`src/rtl/sw_chrono_pkg.sv`:
```
// rtl/sw_chrono_pkg.sv - shared state encoding and seven-segment decode for sw_chrono
// Contents:
//   sw_state_e  : CLEAR/RUN/HOLD/STOP = 0..3, also the command encoding
//   SEG_BLANK   : all segments off (active-low)
//   bcd_to_seg  : BCD digit -> active-low segments {g,f,e,d,c,b,a}
package sw_chrono_pkg;

  typedef enum logic [1:0] {
    ST_CLEAR = 2'd0,
    ST_RUN   = 2'd1,
    ST_HOLD  = 2'd2,
    ST_STOP  = 2'd3
  } sw_state_e;

  localparam logic [6:0] SEG_BLANK = 7'h7F;

  function automatic logic [6:0] bcd_to_seg(input logic [3:0] bcd);
    case (bcd)
      4'd0:    bcd_to_seg = 7'h40;
      4'd1:    bcd_to_seg = 7'h79;
      4'd2:    bcd_to_seg = 7'h24;
      4'd3:    bcd_to_seg = 7'h30;
      4'd4:    bcd_to_seg = 7'h19;
      4'd5:    bcd_to_seg = 7'h12;
      4'd6:    bcd_to_seg = 7'h02;
      4'd7:    bcd_to_seg = 7'h78;
      4'd8:    bcd_to_seg = 7'h00;
      4'd9:    bcd_to_seg = 7'h10;
      default: bcd_to_seg = SEG_BLANK;
    endcase
  endfunction

endpackage

```
`src/rtl/sw_tick_gen.sv`:
```
// rtl/sw_tick_gen.sv - prescaler producing one tick every DIV enabled cycles
// Ports:
//   clock, reset_n : clock, asynchronous active-low reset
//   en             : advance the prescaler this cycle
//   clr            : force the prescaler back to 0 (wins over en)
//   tick           : high during the terminal prescaler cycle
module sw_tick_gen #(
  parameter int DIV = 10
) (
  input  logic clock,
  input  logic reset_n,
  input  logic en,
  input  logic clr,
  output logic tick
);

  localparam int              CW   = (DIV > 1) ? $clog2(DIV) : 1;
  localparam logic [CW-1:0]   TERM = CW'(DIV - 1);

  logic [CW-1:0] cnt;

  // The tick is not masked by clr so a coincident CLEAR still sees the tick first.
  assign tick = en && (cnt == TERM);

  always_ff @(posedge clock or negedge reset_n) begin
    if (!reset_n) begin
      cnt <= '0;
    end else if (clr) begin
      cnt <= '0;
    end else if (en) begin
      cnt <= tick ? '0 : cnt + CW'(1);
    end
  end

endmodule

```
`src/rtl/sw_chrono.sv`:
```
// rtl/sw_chrono.sv - parametrised BCD stopwatch core with HOLD display and optional lap FIFO
// Optional feature macro: SW_CHRONO_LAP_FIFO_EN (lap-time FIFO; absent = no storage)
// Ports:
//   clock, reset_n        : clock, asynchronous active-low reset
//   cmd_valid, cmd[1:0]   : one-cycle command strobe, 0 CLEAR 1 RUN 2 HOLD 3 STOP
//   lap_rd                : pop oldest lap entry
//   digits, seg_n         : displayed BCD value and its active-low segment decode
//   state, state_led      : current state (encoded as cmd) and one-hot indicator
//   wrap                  : one-cycle pulse when the count rolls to all zeros
//   lap_data, lap_count   : show-ahead oldest lap, number of stored laps
//   lap_empty, lap_full   : FIFO flags
module sw_chrono
  import sw_chrono_pkg::*;
#(
  parameter int CLK_HZ    = 50_000_000,
  parameter int TICK_HZ   = 10,
  parameter int DIGITS    = 4,
  parameter int LAP_DEPTH = 4
) (
  input  logic                           clock,
  input  logic                           reset_n,
  input  logic                           cmd_valid,
  input  logic [1:0]                     cmd,
  input  logic                           lap_rd,
  output logic [4*DIGITS-1:0]            digits,
  output logic [7*DIGITS-1:0]            seg_n,
  output logic [1:0]                     state,
  output logic [3:0]                     state_led,
  output logic                           wrap,
  output logic [4*DIGITS-1:0]            lap_data,
  output logic [$clog2(LAP_DEPTH+1)-1:0] lap_count,
  output logic                           lap_empty,
  output logic                           lap_full
);

  localparam int CW = $clog2(LAP_DEPTH + 1);

  sw_state_e           st, nxt, cmd_e;
  logic                tick, carry;
  logic [4*DIGITS-1:0] cnt_q, cnt_inc, cnt_nxt;

  assign cmd_e = sw_state_e'(cmd);
  assign state = st;

  always_comb begin
    nxt = st;
    if (cmd_valid) begin
      case (st)
        ST_CLEAR: if (cmd_e == ST_RUN)  nxt = cmd_e;
        ST_RUN:   if (cmd_e != ST_RUN)  nxt = cmd_e;
        ST_HOLD:  if (cmd_e != ST_HOLD) nxt = cmd_e;
        default:  if (cmd_e == ST_RUN || cmd_e == ST_CLEAR) nxt = cmd_e;
      endcase
    end
  end

  always_ff @(posedge clock or negedge reset_n) begin
    if (!reset_n) begin
      st        <= ST_CLEAR;
      state_led <= 4'b0001;
    end else begin
      st        <= nxt;
      state_led <= 4'b0001 << nxt;
    end
  end

  // Prescaler runs on the current state, so a tick coincident with a command
  // is applied under the old state before the new one takes effect.
  sw_tick_gen #(.DIV(CLK_HZ / TICK_HZ)) u_tick (
    .clock   (clock),
    .reset_n (reset_n),
    .en      (st == ST_RUN || st == ST_HOLD),
    .clr     (nxt == ST_CLEAR),
    .tick    (tick)
  );

  // BCD ripple increment; carry out of the top digit means all-9s rolled over.
  always_comb begin
    cnt_inc = cnt_q;
    carry   = 1'b1;
    for (int i = 0; i < DIGITS; i++) begin
      if (carry) begin
        if (cnt_q[4*i +: 4] == 4'd9) begin
          cnt_inc[4*i +: 4] = 4'd0;
        end else begin
          cnt_inc[4*i +: 4] = cnt_q[4*i +: 4] + 4'd1;
          carry = 1'b0;
        end
      end
    end
  end

  assign cnt_nxt = (nxt == ST_CLEAR) ? '0 : (tick ? cnt_inc : cnt_q);

  // The display follows cnt_nxt so it tracks the count without lag; it stops
  // loading on entry to HOLD, keeping the value the count had in that cycle.
  always_ff @(posedge clock or negedge reset_n) begin
    if (!reset_n) begin
      cnt_q  <= '0;
      digits <= '0;
      wrap   <= 1'b0;
    end else begin
      cnt_q <= cnt_nxt;
      wrap  <= tick && carry;
      if (nxt != ST_HOLD) digits <= cnt_nxt;
    end
  end

  always_comb begin
    seg_n = '0;
    for (int i = 0; i < DIGITS; i++) seg_n[7*i +: 7] = bcd_to_seg(digits[4*i +: 4]);
  end

`ifdef SW_CHRONO_LAP_FIFO_EN
  localparam int AW = (LAP_DEPTH > 1) ? $clog2(LAP_DEPTH) : 1;

  logic [4*DIGITS-1:0] mem [LAP_DEPTH];
  logic [AW-1:0]       rd_ptr, wr_ptr;
  logic [CW-1:0]       fill;
  logic                lap_push, flush, do_push, do_pop;

  assign lap_push = (st == ST_RUN) && (nxt == ST_HOLD);
  assign flush    = (nxt == ST_CLEAR);
  assign do_pop   = lap_rd && (fill != '0);
  // A pop in the same cycle frees a slot, so a full FIFO still accepts the push.
  assign do_push  = lap_push && (!lap_full || do_pop);

  always_ff @(posedge clock or negedge reset_n) begin
    if (!reset_n) begin
      rd_ptr <= '0;
      wr_ptr <= '0;
      fill   <= '0;
    end else if (flush) begin
      rd_ptr <= '0;
      wr_ptr <= '0;
      fill   <= '0;
    end else begin
      if (do_push) wr_ptr <= wr_ptr + AW'(1);
      if (do_pop)  rd_ptr <= rd_ptr + AW'(1);
      fill <= fill + CW'(do_push) - CW'(do_pop);
    end
  end

  always_ff @(posedge clock) begin
    if (do_push) mem[wr_ptr] <= cnt_q;
  end

  assign lap_count = fill;
  assign lap_empty = (fill == '0);
  assign lap_full  = (fill == CW'(LAP_DEPTH));
  assign lap_data  = lap_empty ? '0 : mem[rd_ptr];
`else
  logic lap_unused;
  assign lap_unused = lap_rd;
  assign lap_data   = '0;
  assign lap_count  = '0;
  assign lap_empty  = 1'b1;
  assign lap_full   = 1'b0;
`endif

endmodule

```
`config.mk`:
```
export PLATFORM = sky130hd
export DESIGN_NAME = sw_chrono
export DESIGN_NICKNAME = d
export VERILOG_FILES = /design/src/rtl/sw_chrono_pkg.sv /design/src/rtl/sw_tick_gen.sv /design/src/rtl/sw_chrono.sv
export SDC_FILE = /design/constraint.sdc
export NUM_CORES = 1
export LEC_CHECK = 0
export CAP_MARGIN = 20
export CELL_PAD_IN_SITES_DETAIL_PLACEMENT = 1
export CELL_PAD_IN_SITES_GLOBAL_PLACEMENT = 1
export CORE_MARGIN = 1.5
export CORE_UTILIZATION = 39
export DETAILED_ROUTE_END_ITERATION = 10
export PLACE_DENSITY_LB_ADDON = 0.15
export SYNTH_ARGS = -nofsm -noshare
export SYNTH_HDL_FRONTEND = slang
export SYNTH_SLANG_ARGS = --single-unit
```
`constraint.sdc`:
```
create_clock -name clock -period 2.45 [get_ports clock]
set_input_delay 0.3675 -clock clock [delete_from_list [all_inputs] [get_ports clock]]
set_output_delay 0.3675 -clock clock [all_outputs]
set_load 0.02 [all_outputs]
```
==> results.yml <==
global_route:
  grt_pass1_wl_um: 18100
  grt_max_degree: 37
  grt_pass1_vias: 3734
  grt_overflow_total: 0
  grt_antenna_before_repair: 0
  globalRouteTotalUtil_pct: 20.1
logic_synthesis:
  synth_cell_types: 54
  yosys.area.top_type_share_pct: 37.4
  synth_mux_area_share_pct: 1.99
  synth_compound_area_share_pct: 15.7
  synth_seq_area_share_pct: 38.0
  yosysWarningCount: 0
  syn-instance-count: 477
  avgSynthCellArea_um2: 8.57
  synth_area_leaders: "dfrtp_1 (37%), ha_1 (7.7%), nor2_1 (5.9%), a21oi_1 (4.8%), nand2_1 (4.3%)"
  synth_xor_area_share_pct: 3.43
  synth_seq_cells: 62
  async_flop_share_pct: 100
  synthFlopType: "dfrtp_1"
  yosys.area_share.simple_pct: 25.0
  yosysTopAreaCell: "dfrtp_1"
  syn_area_um2: 4090
  synth_adder_area_share_pct: 7.65
  synth_edf_count: 0
  synth_top_family_by_area: "simple AND/OR/NAND/NOR gates"
pwr:
  p_int_w: 0.00204
  switching_share_pct: 37.4
  power.switching_w: 0.00122
  pwr-share-clk_pct: 29.5
  p_per_area_nw_per_um2: 638
  ir_worst_vdd_mv: 0.412
  p_total_w: 0.00327
  p_comb_share_pct: 35.1
  p_leak_nw: 2.49
  p_seq_share_pct: 35.4
routing:
  ant_nets: 0
  finalWirelength_um: 10700
  wl_per_cell_um: 15.4
  drc: 0
  via_count: 3692
  via_per_inst: 5.32
  first_pass_iters: 4
  drt_iter0_drc: 106
floorplanning:
  dieWidth_um: 105
  fp-row-count: 37
  io_pins: 78
  fp.dieH_um: 105
  die_area_um2: 11100
  coreArea_um2: 10200
  start_util_pct: 39.9
layout:
  layout_common_cells: "nor2_1 (63), dfrtp_1 (60), nand2_1 (47), a21oi_1 (39), clkdlybuf4s50_1 (36)"
  final_area_um2: 5120
  final_nets: 584
  drive_above_1_share_pct: 12.2
  mostFrequentLayoutCell: "nor2_1"
  areaGrowthSynthToFinish_pct: 25.4
  antenna_cells: 0
worst_setup_path:
  crit_path_end_kind: "primary output"
  cp.arrival_ns: 1.98
  worstSetupPathType: "reg -> out"
  crit_path_start_kind: "flip-flop"
  path_max_fanout: 6
  required_ns: 2.08
placed_design:
  gp_congestion: 0.805
  postPlaceCellArea_um2: 4860
  numPortBuffers: 55
  dp_hpwl_um: 7850
flow_run:
  maxCapViolations: 0
timing:
  slew_headroom_pct: 51.1
  setup_viol: 0
  max_freq_ghz: 0.425
  period_minus_slack_ns: 2.35
  fin_crit_sh_pct: 95.9
  fin_worst_skew_ns: 0.0107
  slew_viol_final: 0
  hold_viol: 0
  rsz0062_at_grt: "true"
  holdWs_ns: 0.0353
  worst_pin_slew_ns: 0.733
clocking:
  clk_latency_ns: 0.34
  cts.sinks: 62
  clk_pin_slew_worst_paths_ns: 0.07
  hold_buffers: 0
  cts_buffer_depth: 2
  cts_tree: "built"
  cts_buffers: 9
  htreeDepth: 3
  clock-root-buffer: "clkbuf_8"
min_path:
  hp-class: "in -> async"
outcome:
  status: "finished, final reports clean"
-- metal layers --
layer	routed length (um)	vias to the layer above	GRT usage [%]	part of all wire, %
li1	-	1769	-	-
met4	151	0	5.68	1.4
met1	4950	1829	26.2	46
met2	5230	79	34.6	49
met3	372	15	3.09	3.5
met5	0	-	0	0
-- worst paths after layout --
check | from | to | slack, ns | cells after the start
worst min register to register | cnt_q[14]$_DFF_PN0_ | wrap$_DFF_PN0_ | 0.56 | 3
worst max-delay path | digits[8]$_DFFE_PN0P_ | seg_n[15] | 0.1 | 5
worst min-delay path | reset_n | u_tick.cnt[1]$_DFFE_PN0P_ | 0.04 | 1
min in group clock | cnt_q[14]$_DFF_PN0_ | wrap$_DFF_PN0_ | 0.56 | 3
worst max register to register | u_tick.cnt[16]$_DFFE_PN0P_ | digits[11]$_DFFE_PN0P_ | 0.11 | 6
max in group asynchronous | reset_n | state[1]$_DFF_PN0_ | 1.79 | 2
-- cell families (layout without fill, tap and decap cells) --
family / count (synthesis) / after routing
xor gates and xnor gates: 16 / 16
buffers and inverters: 62 / 124
AOI/OAI and AO/OA: 105 / 105
and+or+nand+nor: 197 / 197
muxes: 8 / 8
adders and majority gates: 25 / 25
DFF: 62 / 62
other: 2 / 21
-- layout make-up --
cell class | count | area, um2
clock buffers | 13 | 169
clock inverters | 3 | 42.5
fillers | 1237 | 5110
inverters | 24 | 90.1
multi-input cells | 372 | 2310
flip-flops and latches | 62 | 1550
well taps | 136 | 170
repair buffers | 84 | 791
-- Yosys cell counts, types with 10 or more instances --
cell	count
clkbuf_1	11
xor2_1	12
ha_1	25
buf_4	21
dfrtp_1	61
o2bb2ai_1	14
nand2_1	47
a31oi_1	12
nor2_1	64
nand3_1	12
a21oi_1	39
inv_1	23
nand4_1	10
o21ai_0	26
-- power by group through the flow --
stage	clock network, W	logic, W	registers, W
5_1_grt	0.00102	0.00126	0.00117
3_5_place_dp	0	0.00115	0.00117
6_report	0.000963	0.00115	0.00116
2_1_floorplan	0	0.000596	0.00123
3_3_place_gp	0	0.00111	0.00117
4_1_cts	0.000986	0.00116	0.00116
-- repair_timing --
action                                  CTS  global route
endpoints found under the setup margin   23            37
gates cloned                              0             0
gates resized for setup                  10            17
buffers inserted                          0             1
pin swaps                                 0             2
-- worst max-delay path, stage by stage, from the launching register on --
cell and delay, ns:
dfrtp_1 0.44, inv_1 0.11, ha_1 0.31, o21ai_0 0.07, o21ai_0 0.09, clkdlybuf4s50_1 0.62
-- registers in the layout, summed over array words and instances, names as in the netlist --
name	count
u_tick.cnt	23
cnt_q	16
wrap	1
state_led	4
state	2
digits	16
-- per-stage QoR --
step	util, %	setup TNS (ns)	setup WS, ns	instances
2_1_floorplan	-	0	0.181	496
3_3_place_gp	47.5	-2.02	-0.155	677
3_5_place_dp	47.5	-4.64	-0.319	677
4_1_cts	49.5	0	0.00768	693
5_1_grt	50.1	-0.0221	-0.0148	694
6_report	50.1	0	0.0996	694
No activity file was read; power rests on OpenSTA's default activity.
